**config.mk**
```make
export PLATFORM = sky130hd
export DESIGN_NAME = status_flag_register
export DESIGN_NICKNAME = d
export VERILOG_FILES = /design/src/rtl/status_flag_register.sv
export SDC_FILE = /design/constraint.sdc
export NUM_CORES = 1
export LEC_CHECK = 0
export ABC_AREA = 1
export CORE_ASPECT_RATIO = 1.2
export CORE_UTILIZATION = 36
export DETAILED_ROUTE_END_ITERATION = 6
export HOLD_SLACK_MARGIN = 0.05
export PLACE_DENSITY = 0.87
export REMOVE_ABC_BUFFERS = 1
export SLEW_MARGIN = 15
export SYNTH_ARGS = -nofsm -noshare
export SYNTH_HDL_FRONTEND = slang
export SYNTH_SLANG_ARGS = --single-unit
```
**constraint.sdc**
```tcl
create_clock -name Clk -period 1.95 [get_ports Clk]
set_clock_uncertainty 0.2 [all_clocks]
set_input_delay 0.39 -clock Clk [delete_from_list [all_inputs] [get_ports Clk]]
set_output_delay 0.39 -clock Clk [all_outputs]
set_load 0.03 [all_outputs]
```
**src/rtl/status_flag_register.sv**
```systemverilog
// status_flag_register: produces the committed N/Z/C/V flags for the condition
// tester. Candidate flags come from the ALU/shifter outputs and the opcode,
// pass through a one-entry pending stage, and commit one edge later. A shadow
// copy supports exception entry/return, and FlagWrite gives a direct write.
//
// Ports:
//   Clk, Reset                  clock, asynchronous active-high reset
//   AluResult[DATA_WIDTH-1:0]   ALU result (N = MSB, Z = all zero)
//   AluCarry, AluOverflow       ALU carry (NOT borrow for SUB) and signed overflow
//   ShifterCarry                shifter carry out, used by logical opcodes
//   OpCode[3:0], SBit           data-processing opcode and S bit
//   CondPass, Load              condition-test result and capture strobe
//   FlagWrite, FlagIn[3:0]      direct write of {N,Z,C,V}
//   Save, Restore               flags -> shadow, shadow -> flags
//   N, Z, C, V                  committed flags (registered)
//   Shadow[3:0]                 shadow copy {N,Z,C,V} (registered)
//   FlagsValid                  high when no capture is pending (registered)
module status_flag_register #(
    parameter int unsigned DATA_WIDTH  = 32,
    parameter logic [3:0]  RESET_FLAGS = 4'b0000
) (
    input  logic                  Clk,
    input  logic                  Reset,
    input  logic [DATA_WIDTH-1:0] AluResult,
    input  logic                  AluCarry,
    input  logic                  AluOverflow,
    input  logic                  ShifterCarry,
    input  logic [3:0]            OpCode,
    input  logic                  SBit,
    input  logic                  CondPass,
    input  logic                  Load,
    input  logic                  FlagWrite,
    input  logic [3:0]            FlagIn,
    input  logic                  Save,
    input  logic                  Restore,
    output logic                  N,
    output logic                  Z,
    output logic                  C,
    output logic                  V,
    output logic [3:0]            Shadow,
    output logic                  FlagsValid
);

    typedef enum logic {
        IDLE    = 1'b0,
        PENDING = 1'b1
    } state_t;

    state_t     state;
    logic [3:0] flags;
    logic [3:0] pend;
    logic [3:0] shadow_q;
    logic       valid_q;

    logic       upd;
    logic       is_arith;
    logic       v_keep;
    logic [3:0] cand;

    // Compare/test opcodes (8-B) always set flags; others need the S bit.
    always_comb begin
        upd = Load & CondPass & (SBit | (OpCode[3:2] == 2'b10));
    end

    // Arithmetic opcodes take C/V from the ALU; logical ones keep V.
    always_comb begin
        is_arith = 1'b0;
        case (OpCode)
            4'h2, 4'h3, 4'h4, 4'h5, 4'h6, 4'h7, 4'hA, 4'hB: is_arith = 1'b1;
            default:                                         is_arith = 1'b0;
        endcase
    end

    // When a commit happens on the same edge as a new capture, the V being
    // kept is the one about to be committed, not the stale committed V.
    always_comb begin
        v_keep = (state == PENDING) ? pend[0] : flags[0];
        cand   = {AluResult[DATA_WIDTH-1],
                  (AluResult == '0),
                  is_arith ? AluCarry    : ShifterCarry,
                  is_arith ? AluOverflow : v_keep};
    end

    // State, pending stage, committed flags and shadow.
    always_ff @(posedge Clk or posedge Reset) begin
        if (Reset) begin
            state    <= IDLE;
            pend     <= 4'b0000;
            flags    <= RESET_FLAGS;
            shadow_q <= RESET_FLAGS;
            valid_q  <= 1'b1;
        end else begin
            // Shadow always sees the flags as they were before this edge,
            // so Save with Restore swaps the two.
            if (Save) begin
                shadow_q <= flags;
            end

            if (Restore) begin
                flags   <= shadow_q;
                state   <= IDLE;
                valid_q <= 1'b1;
            end else if (FlagWrite) begin
                flags   <= FlagIn;
                state   <= IDLE;
                valid_q <= 1'b1;
            end else begin
                case (state)
                    IDLE: begin
                        if (upd) begin
                            pend    <= cand;
                            state   <= PENDING;
                            valid_q <= 1'b0;
                        end
                    end
                    PENDING: begin
                        flags <= pend;
                        if (upd) begin
                            pend    <= cand;
                            state   <= PENDING;
                            valid_q <= 1'b0;
                        end else begin
                            state   <= IDLE;
                            valid_q <= 1'b1;
                        end
                    end
                    default: begin
                        state   <= IDLE;
                        valid_q <= 1'b1;
                    end
                endcase
            end
        end
    end

    assign {N, Z, C, V} = flags;
    assign Shadow       = shadow_q;
    assign FlagsValid   = valid_q;

endmodule

```
Word-level counts from Yosys, hierarchy flattened
Memories as Yosys holds them, arrays and structs flattened.
Index checks and enable logic that the tools add are counted.
Word-level totals
  register bits after elaboration: 14
  latch bits: 0
  RAM bits: 0
  bits in read-only memories: 16
  input port bits: 51
  output and inout bits: 9
  word-level logic and storage cells: 35
  memories: 1
Memory list
  (name not given): words 16, bits a word 1, rd ports 1, clocked after memory_dff 0, write ports 0, RTL line 68  | case (OpCode)
Operators by class
  $add $sub $neg: 0
  multiply operators: 0
  divide/modulo/power cells: 0
  magnitude comparators: 0
  eq/ne operators: 3
  shift-type cells: 0
  mux-type cells: 15
  bitwise operators: 6
  reduce and logical (&&, ||, !) cells: 4
Operators with widths (count)
  32-bit logical NOT: 1
  4-bit 2-to-1 mux: 4
  1-bit 2-to-1 mux: 10
  4-bit != test, second input constant: 1
  4-bit AND reduction: 1
  1-bit NOT: 3
  3-bit AND reduction: 1
  3-bit nonzero test: 1
  1-bit bitwise AND: 2
  2-bit equality test, second input constant: 1
  2-bit by 1-bit != test with 1-bit output, second input constant: 1
  1-bit case mux with 2 select lines: 1
  1-bit OR: 1

Logic depth before layout (Yosys ltp)
Gate-level depths: netlist of the first run.
  word-level depth: 7
  gate-level depth with buffers: 7
  mapped depth without buffers: 7

Least setup slack after synthesis of the first run
OpenSTA, ideal clock, no wires.
  kind: input port to flip-flop
  from: in FlagWrite
  to: reg pend[2]
  arrival: 1.014 ns
  path slack: 0.612 ns
  stages: 6
  buffers on the path: 1
  cells stage by stage: buf_6 -> nor2_4 -> nand2_4 -> nor2_8 -> nor2_1 -> o21bai_1
Between the ends
  word-level cells in the longest chain between the ends: 2
RTL lines
  from (decl): RTL line 32  | input logic FlagWrite,
  1-bit NOT (no line)
  3-bit AND reduction (no line)
  to (signal assigned): RTL line 111  | pend <= cand;
  to (signal assigned): RTL line 119  | pend <= cand;
  to (decl): RTL line 51  | logic [3:0] pend;
Every way passes these cells.
A chain may end at the register's enable or synchronous reset.

Worst setup path in the final report of the first run
  from: reg valid_q, in the netlist FlagsValid
  to: out FlagsValid
RTL lines
  from (decl): RTL line 53  | logic valid_q;
  from (signal assigned): RTL line 91  | valid_q <= 1'b1;
  from (signal assigned): RTL line 102  | valid_q <= 1'b1;
  from (signal assigned): RTL line 106  | valid_q <= 1'b1;
  to (decl): RTL line 41  | output logic FlagsValid
No word-level cell between the ends.

==> results of run 1 <==
## stage by stage
stage          total power, uW  area, um^2  util, %
5_1_grt                    949        1490     70.2
3_5_place_dp               741        1450     68.3
4_1_cts                    904        1470     69.4
2_1_floorplan              537         812        -
3_3_place_gp               729        1450     68.3
6_report                   895        1490     70.2
## sequential cells by signal, indices dropped and copies added (netlist names)
register and count:
pend 4, FlagsValid 1, state 1, Shadow 4
flags 4
## worst paths after layout
kind,cells after the start,from,end,slack [ps]
worst max-delay path,1,FlagsValid,FlagsValid,150
worst min-delay path,2,Reset,Shadow[0],240
worst max register to register,3,state,flags[0],890
worst min register to register,2,FlagsValid,FlagsValid,320
max in group asynchronous,2,Reset,FlagsValid,950
min in group Clk,2,FlagsValid,FlagsValid,320
## synthesized netlist by cell type, drive strengths merged
master / number / area, um^2
nand2: 32 / 130
nor2: 29 / 133
dfrtp: 13 / 325
inv: 11 / 41.3
o21ai: 8 / 40.0
a31oi: 4 / 25.0
mux2: 4 / 45.0
nand3: 2 / 15.0
a21oi: 1 / 16.3
buf: 1 / 11.3
dfstp: 1 / 26.3
o211ai: 1 / 7.51
o21bai: 1 / 7.51
## layout make-up
class                   count  area share, %
flip-flops and latches     14           23.7
well taps                  30           2.53
clock buffers               4           1.77
multi-input cells          82           28.2
repair buffers             60           41.1
inverters                  11           2.78
## logic make-up after synthesis
kind of cell / count (synthesis) / synth area share (%)
mux: 4 / 5.47
compound gates: 15 / 11.7
simple gates: 63 / 33.7
buf+inv: 12 / 6.38
flops: 14 / 42.7
## power by group through the flow
stage               clock, uW  combinational [uW]  sequential (uW)
CTS                       170                 356              378
detailed placement          0                 358              383
global route              185                 379              384
floorplan                   0                92.4              444
finish                    167                 349              379
global placement            0                 350              380
## routing by layer
metal	track usage, %	part of all wire [%]
met5	0	0
met4	5.56	0.84
met3	2.64	6.5
met2	36.7	54
met1	20.7	39
==> flow_summary.ini, run 1 <==
[power]
power_frac_clock_pct = 18.7
p_switching_uw = 288
ir_drop_v = 0.000467
p_leak_uw = 0.000698
seqPwrFrac_pct = 42.4
p_sw_share_pct = 32.2
combPwrFrac_pct = 39.0
p_int_uw = 607
p_per_area_nw_per_um2 = 602

[sta]
fmax_ghz = 0.556
tightest_slew_ps = 505
grt_setup_unrepaired = false
setup_violations = 0
whs_ps = 237
period_share_pct = 92.2
slew_headroom_pct = 66.3
min_period_ps = 1800
tns_ps = 0
setup_ws_ps = 152
slew_violations = 0
hold_viol = 0

[drt]
antenna_left = 0
drcViolationCount = 0
detail_route.vias_per_cell = 4.62
drtIter0Drc = 19
drt-pass1-iter-count = 4
via_count = 929
drt-wirelength-per-cell_um = 11.2
wl_mm = 2.25

[clock_tree]
cts_hold_buf = 0
cts_setup_buffers = 0
cts.sinks = 14
clk_latency_ps = 270
cts_buffers = 3
htree_levels = 1
clockRootBuffer = clkbuf_4
cts_tree = built
cts_resized = 2
clk_pin_slew_ps = 90
clockBufferDepth = 2

[synth]
ys_warn_count = 0
synthCells = 108
seq_area_frac_synth_pct = 42.7
synth_cell_types = 19
synth_area_per_cell_um2 = 7.62
synth-seq-cells = 14
syn_area_um2 = 823

[critical_path]
crit_family = flip-flops
crit_arrival_ps = 1210
path_class = reg -> out
end_kind = primary output
max_stage_delay_ps = 540
cp_max_fo = 2
start_kind = register
crit_required_ps = 1360
cpMaxStageDelayCell = dfstp_2
cp_cell_sequence = dlygate4sd2_1
critPathBufInv = 1

[final_layout]
seq_area_um2 = 352
drive_gt1_share_pct = 9.36
antenna_cells = 0
final_cell_mix = clkdlybuf4s50_1, nand2_1, nor2_1
fill_cells = 178
layout.nets = 223
fin_cells = 201
multi_input_area_um2 = 419
mostFrequentLayoutCell = clkdlybuf4s50_1
syn_to_final_growth_pct = 80.5

[floorplanning]
fp.dieW_um = 45.7
fp.dieArea_um2 = 2480
core-area_um2 = 2120
ios = 60
start_util_pct = 38.9
dieHeight_um = 54.4
num_rows = 18

[placement]
dp.cells = 197
pre_cts_slack_ps = 148
hpwlAfterDp_mm = 1.88
gp_congestion = 0.775
io_buffers = 58

[grt]
grt.total_usage_pct = 18.9
grt_pass1_vias = 912
overflow = 0
grt_max_degree = 15
grt_pass1_wl_mm = 3.43
antenna_found_initial = 0

[run_status]
status = complete, no violations

[job]
maxCapViolCount = 0

[worst_hold_path]
hp-class = in -> async
(Power assumes the default switching activity.)
==> run 2: changes to the inputs <==
- CORE_ASPECT_RATIO: 1.2 -> 0.8
==> run 2 against run 1 <==
Non-clock buffer count did not move. Total power rose by 4.1%. Largest cell class unchanged. Worst hold slack improved by 5.3 ps. Sequential share of layout area fell by 0.12 points. Largest power group unchanged. Sequential cell count did not move.
==> flow_summary.ini, run 2 (same netlist as run 1, synthesis figures left out) <==
[run_status]
status = complete, no violations

[power]
power_frac_clock_pct = 22.3
ir_drop_v = 0.000512
fin_total_pwr_uw = 932
p_int_uw = 644
seqPwrFrac_pct = 40.1
p_per_area_nw_per_um2 = 624
p_switching_uw = 288
combPwrFrac_pct = 37.6
p_leak_uw = 0.000712
p_sw_share_pct = 30.9

[floorplanning]
dieHeight_um = 44.8
ios = 60
fp.dieW_um = 55.5
fp.dieArea_um2 = 2480
start_util_pct = 38.1
core-area_um2 = 2160
num_rows = 15

[placement]
io_buffers = 58
hpwlAfterDp_mm = 1.93
pre_cts_slack_ps = 124
gp_congestion = 0.727

[sta]
slew_headroom_pct = 64.6
tightest_slew_ps = 530
hold_viol = 0
fmax_ghz = 0.558
slew_violations = 0
min_period_ps = 1790
tns_ps = 0
period_share_pct = 92.0
setup_ws_ps = 157
grt_setup_unrepaired = false
setup_violations = 0

[drt]
antenna_left = 0
drt-wirelength-per-cell_um = 11.8
via_count = 911
drt-pass1-iter-count = 4
wl_mm = 2.31
drcViolationCount = 0
detail_route.vias_per_cell = 4.65
drtIter0Drc = 18

[grt]
grt_pass1_vias = 914
grt_max_degree = 15
grt.total_usage_pct = 19.0
antenna_found_initial = 0
grt_pass1_wl_mm = 3.74
overflow = 0

[worst_hold_path]
hp-class = in -> async

[clock_tree]
cts_tree = built
cts_buffers = 3
clockRootBuffer = clkbuf_4
clk_pin_slew_ps = 90
clk_latency_ps = 280
cts_setup_buffers = 0
htree_levels = 1
clockBufferDepth = 2
cts.sinks = 14

[final_layout]
layout.nets = 223
final_cell_mix = clkdlybuf4s50_1, nand2_1, nor2_1
syn_to_final_growth_pct = 81.5
antenna_cells = 0
mostFrequentLayoutCell = clkdlybuf4s50_1
drive_gt1_share_pct = 9.94

[critical_path]
critPathBufInv = 1
cp_cell_sequence = dlygate4sd2_1
start_kind = register
path_class = reg -> out
max_stage_delay_ps = 540
crit_arrival_ps = 1200
cp_max_fo = 2
crit_family = flip-flops
end_kind = primary output
cpMaxStageDelayCell = dfstp_2
crit_required_ps = 1360

[job]
maxCapViolCount = 0
run 2: changes by cell type in the layout (fill, tap and decap cells not counted):
cell / before / now
dlymetal6s2s_1: 7 / 8
clkbuf_1: 1 / 0
clkbuf_8: 0 / 1
dlygate4sd2_1: 2 / 1
run 2: cell type report:
cell class	count	area (um^2)
inverter	11	41.3
tap	25	31.3
multi-input combinational	82	419
sequential	14	352
fill	160	664
clock buffer	4	36.3
timing repair buffer	60	614
run 2: final timing paths:
check	to	start	slack, ps	depth (start not counted)
max reg2reg	flags[2]	state	900	4
max in group asynchronous	FlagsValid	Reset	940	2
min reg2reg	pend[0]	pend[0]	290	2
min	pend[1]	Reset	240	2
min in group Clk	pend[0]	pend[0]	290	2
max	FlagsValid	FlagsValid	160	1
run 2: what timing repair did:
item                       4_1_cts  5_1_grt
hold buffers                     0        0
gates cloned                     0        0
setup endpoints to repair        1        8
resized for setup                1        8
run 2: stage by stage:
| step | cells | utilization, % | area [um^2] | hold slack [ps] |
|---|---|---|---|---|
| final | 196 | 69.2 | 1490 | 242 |
| after floorplan | 107 | - | 812 | 78.5 |
| after CTS | 196 | 68.3 | 1470 | 267 |
| after global placement | 192 | 66.7 | 1440 | 267 |
| after global routing | 196 | 69.2 | 1490 | 282 |
| after detailed placement | 192 | 66.7 | 1440 | 275 |
run 2: layer usage:
metal	GRT usage, %	routed length (um)
met1	21.2	919
met2	38.1	1240
met3	4.30	122
met4	3.50	27
met5	0	0
run 2: power groups by stage:
stage / logic [uW] / clock network (uW) / registers, uW
6_report: 350 / 208 / 374
5_1_grt: 373 / 226 / 382
4_1_cts: 358 / 213 / 374
3_5_place_dp: 356 / 0 / 381
3_3_place_gp: 349 / 0 / 378
2_1_floorplan: 92.4 / 0 / 444
==> run 3: changes to the inputs <==
- CORE_MARGIN: not set -> 5
- TNS_END_PERCENT: not set -> 100
==> run 3 against run 2 <==
Final area down 1.0%. Clock power increased by 2%. First-iteration DRC count grew 72%. Total power hardly changed. Via count grew 1.1%. Register-to-register slack got worse by 60 ps. Sequential power is essentially flat. Final cell count is the same. Utilization down 1.3 points. Wire length is 10% higher. Non-clock buffer count is the same. Largest power group unchanged.
==> flow_summary.ini, run 3 (same netlist as run 1, synthesis figures left out) <==
[critical_path]
critPathBufInv = 1
start_kind = register
path_class = reg -> out
cp_max_fo = 2
r2r-end = flags[3]
cp_cell_sequence = dlygate4sd2_1
timing.rr.start = pend[3]
max_stage_delay_ps = 530
end_kind = primary output
crit_family = flip-flops
cpMaxStageDelayCell = dfstp_2
ff2ff_path_depth = 4
crit_arrival_ps = 1220
crit_required_ps = 1360
reg2reg_slack_ps = 840

[placement]
placed_area_um2 = 1440
hpwlAfterDp_mm = 2.16
dp.cells = 192
gp_congestion = 0.744
io_buffers = 58

[floorplanning]
num_rows = 15
dieHeight_um = 52.8
ios = 60
core-area_um2 = 2180
fp.dieW_um = 63.5
start_util_pct = 37.8
fp.dieArea_um2 = 3350

[clock_tree]
clk_latency_ps = 280
clk_pin_slew_ps = 90
cts_buffers = 3
cts.sinks = 14
clockRootBuffer = clkbuf_4
clockBufferDepth = 2
htree_levels = 1
cts_tree = built

[sta]
tightest_slew_ps = 520
hold_viol = 0
tns_ps = 0
slew_headroom_pct = 65.3
period_share_pct = 93.0
fmax_ghz = 0.551
slew_violations = 0
setup_violations = 0
min_period_ps = 1810
whs_ps = 229
grt_setup_unrepaired = false

[grt]
overflow = 0
grt_pass1_wl_mm = 4.33
antenna_found_initial = 0
grt.total_usage_pct = 17.1
grt_max_degree = 15
grt_pass1_vias = 956

[final_layout]
drive_gt1_share_pct = 9.94
finalInstanceArea_um2 = 1480
layout.nets = 223
mostFrequentLayoutCell = clkdlybuf4s50_1
final_core_util_pct = 67.9
fin_cells = 196
syn_to_final_growth_pct = 79.6
antenna_cells = 0
final_cell_mix = clkdlybuf4s50_1, nand2_1, nor2_1

[drt]
drcViolationCount = 0
detail_route.vias_per_cell = 4.70
via_count = 921
wl_mm = 2.54
drt-wirelength-per-cell_um = 12.9
drt-pass1-iter-count = 4
antenna_left = 0
drtIter0Drc = 31

[power]
ir_drop_v = 0.000659
p_per_area_nw_per_um2 = 630
p_leak_uw = 0.000680

[worst_hold_path]
hp-class = in -> async

[run_status]
status = complete, no violations

[job]
maxCapViolCount = 0
[run 3: cell types whose count changed in the layout (fill, tap and decap cells not counted), sizes merged]
cell and delta:
dlygate4sd2 +4, dlymetal6s2s -4
[run 3: stage by stage]
step	power (uW)	worst slack (ps)
5_1_grt	986	97.0
6_report	932	136
3_3_place_gp	731	150
4_1_cts	943	0.336
3_5_place_dp	743	151
2_1_floorplan	537	715
[run 3: final cells by class]
cell class	count	area, um^2
Tap cell	25	31.3
Inverter	11	41.3
Clock buffer	4	36.3
Fill cell	181	698
Sequential cell	14	352
Timing Repair Buffer	60	599
Multi-Input combinational cell	82	419
[run 3: worst max-delay path by stage]
stage	from	endpoint	slack [ps]	cells after the start
after global routing	FlagsValid	FlagsValid	100	1
after CTS	Shadow[0]	Shadow[0]	0.3	1
final	FlagsValid	FlagsValid	140	1
after global placement	Restore	pend[2]	150	6
after floorplan	Restore	pend[2]	710	5
after detailed placement	Restore	pend[2]	150	6
[run 3: power by group]
part           switching [uW]  leakage (uW)  internal (uW)
logic                     165      0.000490            179
registers                33.0      0.000169            343
clock network            99.3     0.0000210            114
[run 3: repair_timing]
action / 4_1_cts / 5_1_grt
buffers inserted: 0 / 0
hold buffers: 0 / 0
endpoints found under the setup margin: 5 / 4
cloned: 0 / 0
resized for setup: 5 / 4
[run 3: metal layers]
| layer | global-route usage (%) | wire, um | vias to the layer above |
|---|---|---|---|
| met5 | 0 | 0 | - |
| met3 | 5.36 | 151 | 8 |
| met4 | 10.4 | 100 | 0 |
| met2 | 29.6 | 1280 | 29 |
| li1 | - | - | 470 |
| met1 | 18.3 | 1010 | 414 |
